[src/rtl/wb_irq_ctrl_pkg.sv]
// Shared constants for the Wishbone interrupt controller: register word offsets
// (adr[4:2]) and the VECTOR layout, plus the lowest-index priority helper.
package wb_irq_ctrl_pkg;

   localparam logic [2:0] IRQ_STATUS  = 3'd0;
   localparam logic [2:0] IRQ_ENABLE  = 3'd1;
   localparam logic [2:0] IRQ_PENDING = 3'd2;
   localparam logic [2:0] IRQ_EDGE    = 3'd3;
   localparam logic [2:0] IRQ_POL     = 3'd4;
   localparam logic [2:0] IRQ_SWSET   = 3'd5;
   localparam logic [2:0] IRQ_VECTOR  = 3'd6;
   localparam logic [2:0] IRQ_RSVD    = 3'd7;

   localparam int unsigned VECTOR_VALID_BIT = 31;

   // Scans from the top down so the last hit, the lowest set index, wins.
   function automatic logic [4:0] lowest_set(input logic [31:0] v);
      logic [4:0] idx;
      idx = '0;
      for (int unsigned i = 32; i > 0; i--) begin
         if (v[i-1]) idx = 5'(i - 1);
      end
      return idx;
   endfunction

endpackage

[src/rtl/wb_if.sv]
// Classic Wishbone signal bundle with master and slave views.
interface wb_if #(
   parameter int unsigned ADDR_WIDTH = 32,
   parameter int unsigned DATA_WIDTH = 32
);
   logic [ADDR_WIDTH-1:0]   adr;
   logic [DATA_WIDTH-1:0]   dat_w;
   logic [DATA_WIDTH-1:0]   dat_r;
   logic [DATA_WIDTH/8-1:0] sel;
   logic                    we;
   logic                    cyc;
   logic                    stb;
   logic                    ack;
   logic                    err;

   modport master (output adr, dat_w, sel, we, cyc, stb, input dat_r, ack, err);
   modport slave  (input adr, dat_w, sel, we, cyc, stb, output dat_r, ack, err);
endinterface

[src/rtl/irq_src_cond.sv]
// One interrupt source: 2-flop synchroniser with polarity, edge/level event
// detection and its STATUS bit (set beats W1C).
module irq_src_cond
   import wb_irq_ctrl_pkg::*;
(
   input  logic clk,
   input  logic rstn,
   input  logic irq_raw,
   input  logic pol,
   input  logic edge_mode,
   input  logic w1c,
   input  logic sw_set,
   output logic status
);

   logic s0;
   logic s1;
   logic s1_d;
   logic src_evt;

   assign src_evt = edge_mode ? (s1 & ~s1_d) : s1;

   always_ff @(posedge clk or negedge rstn) begin
      if (!rstn) begin
         s0     <= 1'b0;
         s1     <= 1'b0;
         s1_d   <= 1'b0;
         status <= 1'b0;
      end else begin
         s0     <= irq_raw ^ pol;
         s1     <= s0;
         s1_d   <= s1;
         status <= src_evt | sw_set | (status & ~w1c);
      end
   end

endmodule

[src/rtl/wb_irq_ctrl.sv]
// Wishbone-slave interrupt controller: register decode, per-source config,
// priority vector and the registered irq output.
module wb_irq_ctrl
   import wb_irq_ctrl_pkg::*;
#(
   parameter int unsigned WB_ADDR_WIDTH = 32,
   parameter int unsigned WB_DATA_WIDTH = 32,
   parameter int unsigned N_IRQ         = 8
) (
   input  logic             clk,
   input  logic             rstn,
   wb_if.slave              s,
   input  logic [N_IRQ-1:0] irq_i,
   output logic             irq
);

   if (WB_DATA_WIDTH != 32 || WB_ADDR_WIDTH < 5 || N_IRQ < 1 || N_IRQ > 31) begin : g_param_check
      $error("wb_irq_ctrl: unsupported parameter combination");
   end

   logic                     ack_r;
   logic                     req;
   logic                     wr;
   logic [2:0]               off;
   logic [WB_DATA_WIDTH-1:0] dat_r_q;
   logic [WB_DATA_WIDTH-1:0] rd_data;
   logic [WB_DATA_WIDTH-1:0] vector;
   logic [N_IRQ-1:0]         status_bits;
   logic [N_IRQ-1:0]         enable_r;
   logic [N_IRQ-1:0]         edge_r;
   logic [N_IRQ-1:0]         pol_r;
   logic [N_IRQ-1:0]         pending;
   logic [N_IRQ-1:0]         wmask;
   logic [N_IRQ-1:0]         wdat;
   logic [N_IRQ-1:0]         w1c;
   logic [N_IRQ-1:0]         swset;

   // The access is captured on the edge that raises ack, so a master dropping
   // cyc/stb afterwards cannot cancel it.
   assign req = s.cyc & s.stb & ~ack_r;
   assign wr  = req & s.we;
   assign off = s.adr[4:2];

   always_comb begin
      wmask = '0;
      for (int unsigned i = 0; i < N_IRQ; i++) begin
         wmask[i] = s.sel[i/8];
      end
   end

   assign wdat    = s.dat_w[N_IRQ-1:0] & wmask;
   assign w1c     = (wr && off == IRQ_STATUS) ? wdat : '0;
   assign swset   = (wr && off == IRQ_SWSET)  ? wdat : '0;
   assign pending = status_bits & enable_r;

   for (genvar i = 0; i < N_IRQ; i++) begin : g_src
      irq_src_cond u_src (
         .clk       (clk),
         .rstn      (rstn),
         .irq_raw   (irq_i[i]),
         .pol       (pol_r[i]),
         .edge_mode (edge_r[i]),
         .w1c       (w1c[i]),
         .sw_set    (swset[i]),
         .status    (status_bits[i])
      );
   end

   always_comb begin
      vector                   = '0;
      vector[VECTOR_VALID_BIT] = |pending;
      vector[4:0]              = lowest_set(32'(pending));
   end

   always_comb begin
      rd_data = '0;
      case (off)
         IRQ_STATUS:  rd_data[N_IRQ-1:0] = status_bits;
         IRQ_ENABLE:  rd_data[N_IRQ-1:0] = enable_r;
         IRQ_PENDING: rd_data[N_IRQ-1:0] = pending;
         IRQ_EDGE:    rd_data[N_IRQ-1:0] = edge_r;
         IRQ_POL:     rd_data[N_IRQ-1:0] = pol_r;
         IRQ_VECTOR:  rd_data            = vector;
         default:     rd_data            = '0;
      endcase
   end

   always_ff @(posedge clk or negedge rstn) begin
      if (!rstn) begin
         ack_r    <= 1'b0;
         dat_r_q  <= '0;
         enable_r <= '0;
         edge_r   <= '0;
         pol_r    <= '0;
         irq      <= 1'b0;
      end else begin
         ack_r <= req;
         irq   <= |pending;
         if (req && !s.we) dat_r_q <= rd_data;
         if (wr) begin
            case (off)
               IRQ_ENABLE: enable_r <= (enable_r & ~wmask) | wdat;
               IRQ_EDGE:   edge_r   <= (edge_r   & ~wmask) | wdat;
               IRQ_POL:    pol_r    <= (pol_r    & ~wmask) | wdat;
               default:    ;
            endcase
         end
      end
   end

   assign s.ack   = ack_r;
   assign s.dat_r = dat_r_q;
   assign s.err   = 1'b0;

endmodule

[src/flat_wrapper.sv]
// flat-port wrapper written by rule: the top's interface ports become plain ports
module wb_irq_ctrl_flat import wb_irq_ctrl_pkg::*;
#(
   parameter int unsigned WB_ADDR_WIDTH = 32,
   parameter int unsigned WB_DATA_WIDTH = 32,
   parameter int unsigned N_IRQ         = 8
)
  (clk, rstn, irq_i, irq, s_adr, s_dat_w, s_sel, s_we, s_cyc, s_stb, s_dat_r, s_ack, s_err);
  wb_if #(.ADDR_WIDTH(32), .DATA_WIDTH(32)) s_i ();
  input  logic clk;
  input  logic rstn;
  input  logic [N_IRQ-1:0] irq_i;
  output logic irq;
  input wire logic [$bits(s_i.adr)-1:0] s_adr;
  input wire logic [$bits(s_i.dat_w)-1:0] s_dat_w;
  input wire logic [$bits(s_i.sel)-1:0] s_sel;
  input wire logic [$bits(s_i.we)-1:0] s_we;
  input wire logic [$bits(s_i.cyc)-1:0] s_cyc;
  input wire logic [$bits(s_i.stb)-1:0] s_stb;
  output wire logic [$bits(s_i.dat_r)-1:0] s_dat_r;
  output wire logic [$bits(s_i.ack)-1:0] s_ack;
  output wire logic [$bits(s_i.err)-1:0] s_err;
  assign s_i.adr = s_adr;
  assign s_i.dat_w = s_dat_w;
  assign s_i.sel = s_sel;
  assign s_i.we = s_we;
  assign s_i.cyc = s_cyc;
  assign s_i.stb = s_stb;
  assign s_dat_r = s_i.dat_r;
  assign s_ack = s_i.ack;
  assign s_err = s_i.err;
  wb_irq_ctrl #(.WB_ADDR_WIDTH(WB_ADDR_WIDTH), .WB_DATA_WIDTH(WB_DATA_WIDTH), .N_IRQ(N_IRQ)) u_core (.clk(clk), .rstn(rstn), .s(s_i), .irq_i(irq_i), .irq(irq));
endmodule
[config.mk]
export PLATFORM = sky130hd
export DESIGN_NAME = wb_irq_ctrl_flat
export DESIGN_NICKNAME = d
export VERILOG_FILES = /design/src/rtl/wb_irq_ctrl_pkg.sv /design/src/rtl/wb_if.sv /design/src/rtl/irq_src_cond.sv /design/src/rtl/wb_irq_ctrl.sv /design/src/flat_wrapper.sv
export SDC_FILE = /design/constraint.sdc
export NUM_CORES = 1
export LEC_CHECK = 0
export CORE_MARGIN = 3
export CORE_UTILIZATION = 48
export DETAILED_ROUTE_END_ITERATION = 16
export PLACE_DENSITY_LB_ADDON = 0.25
export SLEW_MARGIN = 20
export SYNTH_ARGS = -nofsm -noshare
export SYNTH_HDL_FRONTEND = slang
export SYNTH_SLANG_ARGS = --single-unit
export TNS_END_PERCENT = 20
[constraint.sdc]
create_clock -name clk -period 2.5 [get_ports clk]
set_input_delay 0.5 -clock clk [delete_from_list [all_inputs] [get_ports clk]]
set_output_delay 0.5 -clock clk [all_outputs]
set_load 0.05 [all_outputs]
==> metrics.txt <==
status finished clean; fmax 0.494 GHz; Yosys cell types 46; num rows 28; boundary pin count 116; commonest non-fill, non-tap cell in the layout dfrtp_1; Yosys warning count 0; post-CTS sizing 0; Setup TNS 0 ns; Synth Area in Compound Gates 13.4%; DRC 0; footprint of the multi-input gates 1270 µm²; ant diodes 0; FF/Latch Area 1680 µm²; area leader, netlist dfrtp_1; Reg clk slew, reported paths 0.07 ns; crit-path max FO 8; Synth-to-Final Area Change 22.4%; DIE HEIGHT 86.3 µm; post-synthesis xor/xnor area fraction 2.55%; actual transition at the worst max-transition pin 0.626 ns; Die ar. 7440 µm²; Slew HR 58.3%; post-route cell area 3780 µm²; cts bufs inserted 9; required time worst endpoint 2.73 ns; Post-DP Area 3560 µm²; Post-Syn Area 3090 µm²; Met1 Routed Length 2.87 mm; # H-tree levels 3; top sig layer met4; clk root buf clkbuf_8; Critical path origin s_adr[2]; multiplexer area fraction after synthesis 10.8%; min cycle time layout 2.03 ns; post-synth top area share 54.2%; worst hold path type input port to async pin; Setup Viol. Count Final 0; Nets 385; commonest cells after routing, fill and taps aside 67 x dfrtp_1, 34 x clkdlybuf4s50_1, 27 x mux2_2; Hold WS 0.171 ns; final wirelength 6.49 mm; reg2reg start u_core.s.ack; Max Cap Violations 0; FF+latch count, synth 67; Die X 86.3 µm; Clock Skews 0.0101 ns; Async SR Flop Fraction 100%; DR pass1 iterations 4; DR WL met3 428 µm; unrepaired setup endpoints after global routing no; Post-synth EDFFs 0; GRT overflow 0; top_reg_cell synth dfrtp_1; Synth Area in Adders 0%; reg2reg path depth 5; Vias/cell 5.59; syn avg cell area 12.5 µm²; Crit Path Category input port to register; final-report hold violation count 0; Avg WL per Cell 16.9 µm; number of global-route vias before repair 2082; hold-fix buffers at CTS 0; Power Dens Cells 765 nW/µm²; fraction of layout cells with a size suffix above 1 24.3%; post-CTS setup buffers 0; R2R Setup Slk 0.77 ns; # fillers 523; fin. max-slew vios 0; Port Buffers 35; Post-Synth Simple-Gate Area 11.5%; Worst-Skew Late Latency 0.35 ns; 1st-iter DRT viols 198; CP Capture Type register; synth top area cells dfrtp_1 54%, mux2_2 9.8%, buf_4 6.1%; Cells after Synth 248; initial core utilization 51.0%; total track usage 19.2%; clock sinks 67; Critical Path Source Type input port; GP Congestion 0.862; core area 6060 µm²; CTS tree built; Seq/Total Area, Yosys 54.2%; Worst VDD drop 0.456 mV; via count 2146; largest net degree at the start of global routing 41; Post-DRT Antenna Nets 0; metal2 WL 3.10 mm; Arr. time, crit path 2.25 ns; first-pass GRT wire length 10.7 mm; Tcrit/Tclk final 81.0%; Detailed Place HPWL 4.74 mm; P_leak 1.69 nW; initial antenna violation count 0; main combinational cell family by area after synthesis compound AO/OA/AOI/OAI gates; clk buf depth 2
-- metrics by stage --
step           instances  util, %  worst slack, ns  total power [mW]
2_1_floorplan        271        -            0.617              1.72
3_3_place_gp         368     58.7            0.150              1.89
3_5_place_dp         368     58.7            0.121              1.90
4_1_cts              384     62.4            0.456              2.92
5_1_grt              384     62.4            0.408              3.03
6_report             384     62.4            0.475              2.89
-- Yosys cell counts, types with 2 or more instances --
| library cell | instances |
|---|---|
| a21boi_0 | 8 |
| mux2i_1 | 3 |
| a32oi_1 | 2 |
| o221ai_1 | 2 |
| a31o_2 | 2 |
| nor4_4 | 3 |
| a21oi_1 | 4 |
| and3_1 | 2 |
| o21ai_0 | 7 |
| mux2_2 | 27 |
| a222oi_1 | 2 |
| nor2_1 | 7 |
| xor2_1 | 8 |
| clkbuf_1 | 2 |
| inv_2 | 2 |
| a31oi_1 | 3 |
| nand2b_1 | 2 |
| o31ai_1 | 2 |
| nand2_1 | 21 |
| a32o_1 | 2 |
| buf_4 | 25 |
| dfrtp_1 | 67 |
| a21o_1 | 3 |
| a22o_1 | 3 |
| or2b_1 | 2 |
| o21ba_2 | 2 |
| and2b_1 | 3 |
| a221o_1 | 8 |
| buf_2 | 3 |
| nand3_1 | 5 |
-- metal layers --
layer | up-vias | track usage, %
met5 | - | 0
met4 | 0 | 6.23
met2 | 72 | 29.9
met1 | 1097 | 25.5
met3 | 8 | 6.27
li1 | 969 | -
-- cell type report --
| class | count | area share, % |
|---|---|---|
| well taps | 75 | 2.48 |
| flip-flops and latches | 67 | 44.3 |
| multi-input cells | 171 | 33.6 |
| repair buffers | 53 | 13.4 |
| clock buffers | 12 | 4.10 |
| inverters | 2 | 0.198 |
| clock inverters | 4 | 1.92 |
-- cell families after synthesis --
family / Yosys count
DFF: 67
xor gates and xnor gates: 9
and+or+nand+nor: 55
AOI/OAI and AO/OA: 53
muxes: 30
other: 1
buffers and inverters: 33
-- where the power goes --
group          leakage (nW)  internal, mW  switching, mW
Combinational         0.771         0.215          0.351
Sequential            0.807          1.23         0.0892
Clock                 0.113         0.614          0.397
Total                  1.69          2.06          0.837
-- how the worst max path moves through the flow --
stage,to,slack (ns),cells past startpoint
after floorplan,register,0.62,4
after global placement,register,0.15,5
after detailed placement,register,0.12,5
after CTS,s_dat_r[6],0.46,1
after global routing,register,0.41,5
final,register,0.47,5
-- worst max-delay path, cell delays in order --
cell and delay (ns):
clkdlybuf4s50_1 0.71, inv_2 0.14, nor4_4 0.32, buf_4 0.22, mux2_2 0.35
No activity file was read; power rests on OpenSTA's default activity.
